[config.mk]
export PLATFORM = sky130hd
export DESIGN_NAME = enc_btn_event_queue
export DESIGN_NICKNAME = d
export VERILOG_FILES = /design/src/rtl/enc_btn_event_queue.sv
export SDC_FILE = /design/constraint.sdc
export NUM_CORES = 1
export LEC_CHECK = 0
export CAP_MARGIN = 20
export CORE_MARGIN = 2
export CORE_UTILIZATION = 45
export DETAILED_ROUTE_END_ITERATION = 8
export PLACE_DENSITY = 0.65
export SYNTH_ARGS = -nofsm -noshare
export SYNTH_HDL_FRONTEND = slang
export SYNTH_SLANG_ARGS = --single-unit
[constraint.sdc]
create_clock -name clk -period 3.65 [get_ports clk]
set_input_delay 0.9125 -clock clk [delete_from_list [all_inputs] [get_ports clk]]
set_output_delay 0.9125 -clock clk [all_outputs]
set_load 0.01 [all_outputs]
[src/rtl/enc_btn_event_queue.sv]
// Turns debounced PmodENC button/switch levels into press/release/hold/switch
// events and queues them in a 4-deep FIFO drained through a valid/ack handshake.
module enc_btn_event_queue #(
    parameter int unsigned CLOCK_FREQ_HZ = 100000000,
    parameter int unsigned LONG_PRESS_MS = 1000,
    parameter int unsigned SIMULATE      = 0
) (
    input  logic        clk,
    input  logic        reset,
    input  logic        BTN_in,
    input  logic        SWT_in,
    input  logic        evt_ack,
    input  logic        ovf_clr,
    output logic        evt_valid,
    output logic [2:0]  evt_code,
    output logic [2:0]  fifo_count,
    output logic        overflow,
    output logic [15:0] press_count,
    output logic [1:0]  btn_state
);

    localparam logic [31:0] L      = (SIMULATE != 0) ? 32'd10
                                   : 32'((CLOCK_FREQ_HZ / 1000) * LONG_PRESS_MS);
    localparam logic [31:0] L_LAST = L - 32'd1;

    typedef enum logic [1:0] {
        IDLE    = 2'd0,
        PRESSED = 2'd1,
        HELD    = 2'd2
    } btn_fsm_t;

    typedef enum logic [2:0] {
        EV_NONE          = 3'd0,
        EV_PRESS         = 3'd1,
        EV_RELEASE_SHORT = 3'd2,
        EV_RELEASE_LONG  = 3'd3,
        EV_LONG_HOLD     = 3'd4,
        EV_SWT_ON        = 3'd5,
        EV_SWT_OFF       = 3'd6
    } evt_t;

    btn_fsm_t    state, state_nxt;
    logic [31:0] hcnt;
    logic        hcnt_clr, hcnt_inc;
    logic        btn_prev, swt_prev;
    logic        btn_rise;
    evt_t        btn_evt, swt_evt;

    evt_t        mem [4];
    logic [1:0]  wr_ptr, rd_ptr;
    logic [2:0]  count;
    logic        pop;
    logic [2:0]  free;
    logic        req0, req1;
    evt_t        slot0, slot1;
    logic [1:0]  n_req, n_acc;
    logic        acc0, acc1, drop;

    assign btn_rise = BTN_in & ~btn_prev;

    always_ff @(posedge clk or negedge reset) begin
        if (!reset) state <= IDLE;
        else        state <= state_nxt;
    end

    always_comb begin
        state_nxt = state;
        case (state)
            IDLE:    if (btn_rise) state_nxt = PRESSED;
            PRESSED: begin
                if (!BTN_in)              state_nxt = IDLE;
                else if (hcnt == L_LAST)  state_nxt = HELD;
            end
            HELD:    if (!BTN_in) state_nxt = IDLE;
            default: state_nxt = IDLE;
        endcase
    end

    // Release is tested before the hold threshold so a release on the
    // threshold edge reports a short release and never a long hold.
    always_comb begin
        btn_evt  = EV_NONE;
        hcnt_clr = 1'b0;
        hcnt_inc = 1'b0;
        case (state)
            IDLE: if (btn_rise) begin
                btn_evt  = EV_PRESS;
                hcnt_clr = 1'b1;
            end
            PRESSED: begin
                if (!BTN_in)             btn_evt = EV_RELEASE_SHORT;
                else if (hcnt == L_LAST) btn_evt = EV_LONG_HOLD;
                else                     hcnt_inc = 1'b1;
            end
            HELD:    if (!BTN_in) btn_evt = EV_RELEASE_LONG;
            default: btn_evt = EV_NONE;
        endcase
    end

    assign btn_state = state;

    always_comb begin
        swt_evt = EV_NONE;
        if (SWT_in && !swt_prev)      swt_evt = EV_SWT_ON;
        else if (!SWT_in && swt_prev) swt_evt = EV_SWT_OFF;
    end

    // Requests are packed so the button event always lands ahead of the switch event.
    always_comb begin
        pop   = evt_ack && (count != 3'd0);
        free  = 3'd4 - count + {2'b00, pop};
        req0  = (btn_evt != EV_NONE);
        req1  = (swt_evt != EV_NONE);
        slot0 = req0 ? btn_evt : swt_evt;
        slot1 = swt_evt;
        n_req = {1'b0, req0} + {1'b0, req1};
        acc0  = (n_req >= 2'd1) && (free >= 3'd1);
        acc1  = (n_req == 2'd2) && (free >= 3'd2);
        n_acc = {1'b0, acc0} + {1'b0, acc1};
        drop  = ((n_req >= 2'd1) && !acc0) || ((n_req == 2'd2) && !acc1);
    end

    always_ff @(posedge clk or negedge reset) begin
        if (!reset) begin
            for (int unsigned i = 0; i < 4; i++) mem[i] <= EV_NONE;
            wr_ptr <= '0;
            rd_ptr <= '0;
            count  <= '0;
        end else begin
            if (acc0) mem[wr_ptr] <= slot0;
            if (acc1) mem[wr_ptr + 2'd1] <= slot1;
            wr_ptr <= wr_ptr + n_acc;
            rd_ptr <= rd_ptr + {1'b0, pop};
            count  <= count - {2'b00, pop} + {1'b0, n_acc};
        end
    end

    always_ff @(posedge clk or negedge reset) begin
        if (!reset) begin
            hcnt        <= '0;
            press_count <= '0;
            overflow    <= 1'b0;
            btn_prev    <= 1'b0;
            swt_prev    <= 1'b0;
        end else begin
            btn_prev <= BTN_in;
            swt_prev <= SWT_in;
            if (hcnt_clr)      hcnt <= '0;
            else if (hcnt_inc) hcnt <= hcnt + 32'd1;
            if (btn_evt == EV_PRESS) press_count <= press_count + 16'd1;
            if (drop)          overflow <= 1'b1;
            else if (ovf_clr)  overflow <= 1'b0;
        end
    end

    assign evt_valid  = (count != 3'd0);
    assign evt_code   = (count != 3'd0) ? mem[rd_ptr] : 3'b000;
    assign fifo_count = count;

endmodule

==> run metrics <==
Synth Area in XOR/XNOR=10.8%; layout cell share with drive strength beyond 1=17.2%; #FFs+latches synth=72; YS warnings=0; H-Tree Depth=3; Detailed Route Iter0 Violations=113; core region area=0.00864 sq mm; post-place setup slack=-0.351 ns; Post-CTS Hold Buffers=0; combinational family with the most area after synthesis=simple AND/OR/NAND/NOR gates; Worst Path Max Fanout=6; PortBufs=31; Vias/cell=between 5 and 6; Area growth syn-to-layout=23.1%; GR Util All Layers=19.0%; dpl cell area=0.00455 sq mm; commonest non-fill, non-tap cell in the layout=dfrtp_1; Total Wirelength=8830 microns; CP max-delay cell=or4_4; antenna diode count=0; vias in the first global route=between 3000 and 4000; CTS tree=done; Cells after Synth=around 400; mux cell area share after synthesis=1.95%; final number of setup-violating endpoints=0; nature of the critical path startpoint=flop; Seq/Total Area, Yosys=45.4%; initial antenna violation count=0; post-layout instance area=0.00489 sq mm; library cells used by synthesis=56; Final Hold Vio Count=0; f_max=about 280 MHz; nets@finish=484; drt drc=0; Post-Synth Simple-Gate Area=22.8%; Post-Synthesis Cell Area=0.00397 sq mm; CP arrival=between 3 and 4 ns; Initial Utilization=46.0%; post-synth net total=424; clk slew on worst S/H paths=0.08 ns; Synth Area in Compound Gates=10.8%; Post-synth EDFFs=0; Slew @ Worst Pin=roughly 0.91 ns; GP Congestion=about 0.83; static leakage=2.15 nW; Congestion Overflow GR=0; Worst path depth=13; Reg2Reg Depth=13; Synth Flop Type=dfrtp_1; Post-synth ARST share=100%; row count=34; WL/cell=about 15 microns; largest net degree at the start of global routing=73; WS Path Type=reg2reg; max_cap viols=0; Root Driver=clkbuf_8; family with the most delay on the worst path=simple AND/OR/NAND/NOR gates; Die ar.=between 0.009 and 0.01 sq mm; max incr delay on CP=0.58 ns; Buf+Inv Stages, Crit Path=3; most frequent cells in the layout=dfrtp_1 (72), nor2_1 (40), nand2_1 (35), xnor2_1 (32), buf_4 (32); Hold Path Class=reg2reg; io pins=32; Fin Hold WS=~0.48 ns; required time worst endpoint=3.88 ns; final worst path period need=between 3 and 4 ns; Setup Skew=0.0144 ns; clk buf depth=2; worst-path cell chain=nor4b_1 -> nand4_1 -> or4_4 -> a21oi_4 -> ha_1 -> inv_1 -> ha_1 -> inv_1 -> ha_1 -> inv_1 -> fa_2 -> xor2_2 -> xnor2_1; Post-Syn Area per Cell=about 9.8 sq um; Routed Antenna Nets=0; Peak VDD IR=about 270 uV; vias=3204; max_slew headroom=between 30% and 40%; total power per unit cell area=603 mW/mm^2; Clock Sinks=between 70 and 80; WHS Path Cells=1; max-slew violation count=0; Post-Synth Adder-Cell Area=4.54%; Final Cycle Share=98.3%; first-pass GRT wire length=15000 microns; run status=complete, no violations; CTS Buf Count=9; drt first pass iters=4; CP endpoint kind=flop; DP HPWL=6090 microns; Clk Latency, worst-skew pair=roughly 0.35 ns; # fillers=just under 800; Die Span Y=97.9 microns; setup ws final=approximately 0.064 ns; Die W=between 90 and 100 microns
cell families after synthesis:
| logic type | Yosys count |
|---|---|
| and+or+nand+nor | 171 |
| DFF | 72 |
| AOI/OAI and AO/OA | 59 |
| xor gates and xnor gates | 49 |
| buffers and inverters | 36 |
| adders and majority gates | 14 |
| muxes | 4 |
registers in the layout (all words and copies together), names as in the netlist:
signal,count
swt_prev,1
fifo_count,3
overflow,1
wr_ptr,2
press_count,16
btn_state,2
hcnt,32
rd_ptr,2
mem,12
btn_prev,1
cell type report:
cell class / instances / area, sq um / share of cell area (%)
repair buffers: 63 / 551 / 11.3
well taps: 108 / 135 / 2.76
flip-flops and latches: 72 / 1800 / 36.9
clock inverters: 7 / 96.3 / 1.97
multi-input cells: 297 / 2100 / 42.9
inverters: 22 / 82.6 / 1.69
clock buffers: 9 / 124 / 2.53
metal layers:
metal  global-route usage [%]  vias to the layer above  share of wire [%]
met3                     4.22                       17                4.5
met1                     26.8                     1553                 46
met5                        0                        -                  0
met2                     29.6                       83                 48
met4                     5.45                        0                1.6
li1                         -                     1551                  -
final timing paths:
check | startpoint | endpoint | slack [ns]
worst max-delay path | hcnt[28]$_DFFE_PN0P_ | fifo_count[2]$_DFF_PN0_ | 0.06
max in group asynchronous | reset | mem[2]$_DFF_PN0_ | 2.28
worst min register to register | press_count[15]$_DFFE_PN0N_ | press_count[15]$_DFFE_PN0N_ | 0.48
worst max register to register | hcnt[28]$_DFFE_PN0P_ | fifo_count[2]$_DFF_PN0_ | 0.06
worst min-delay path | press_count[15]$_DFFE_PN0N_ | press_count[15]$_DFFE_PN0N_ | 0.48
min in group asynchronous | reset | press_count[9]$_DFFE_PN0N_ | 0.77
power breakdown:
group	internal [mW]	switching [mW]
registers	0.953	0.162
logic	0.615	0.525
clock network	0.386	0.309
total	1.95	0.997
through the flow:
| step | cells | TNS (ns) | power, mW | util (%) |
|---|---|---|---|---|
| after global placement | 556 | -0.363 | 2.13 | 52.7 |
| final | 578 | 0 | 2.95 | 56.6 |
| after detailed placement | 556 | -0.542 | 2.16 | 52.7 |
| after global routing | 578 | -0.0393 | 3.15 | 56.6 |
| after floorplan | 405 | 0 | 1.73 | - |
| after CTS | 572 | 0 | 2.87 | 55.2 |
synthesized netlist by cell type, types with 2 or more instances:
library cell	count	area, sq um
mux4_2	3	67.6
a22o_1	2	17.5
o21ai_0	9	45.0
or4_1	4	30.0
buf_2	3	15.0
nand2b_1	2	12.5
a211oi_1	5	37.5
xor2_1	17	149
o22ai_1	4	25.0
or3_1	4	25.0
xnor2_1	32	280
nor4b_1	7	61.3
nand2_1	36	135
a21oi_1	13	65.1
and3_1	10	62.6
nor3_1	12	60.1
nor2_1	40	150
nand4_1	13	81.3
dfrtp_1	72	1800
clkbuf_1	10	37.5
or2_2	2	12.5
nor2b_1	3	18.8
nor4_1	10	62.6
nand3_1	14	70.1
and2_1	6	37.5
a21o_1	4	30.0
ha_1	12	150
a31oi_1	4	25.0
a2bb2oi_1	2	17.5
inv_1	22	82.6
a21bo_2	3	30.0
timing repair:
action | 4_1_cts | 5_1_grt
setup buffers | 0 | 6
setup endpoints to repair | 0 | 2
gates resized for setup | 0 | 16
No activity file was read; power rests on OpenSTA's default activity.
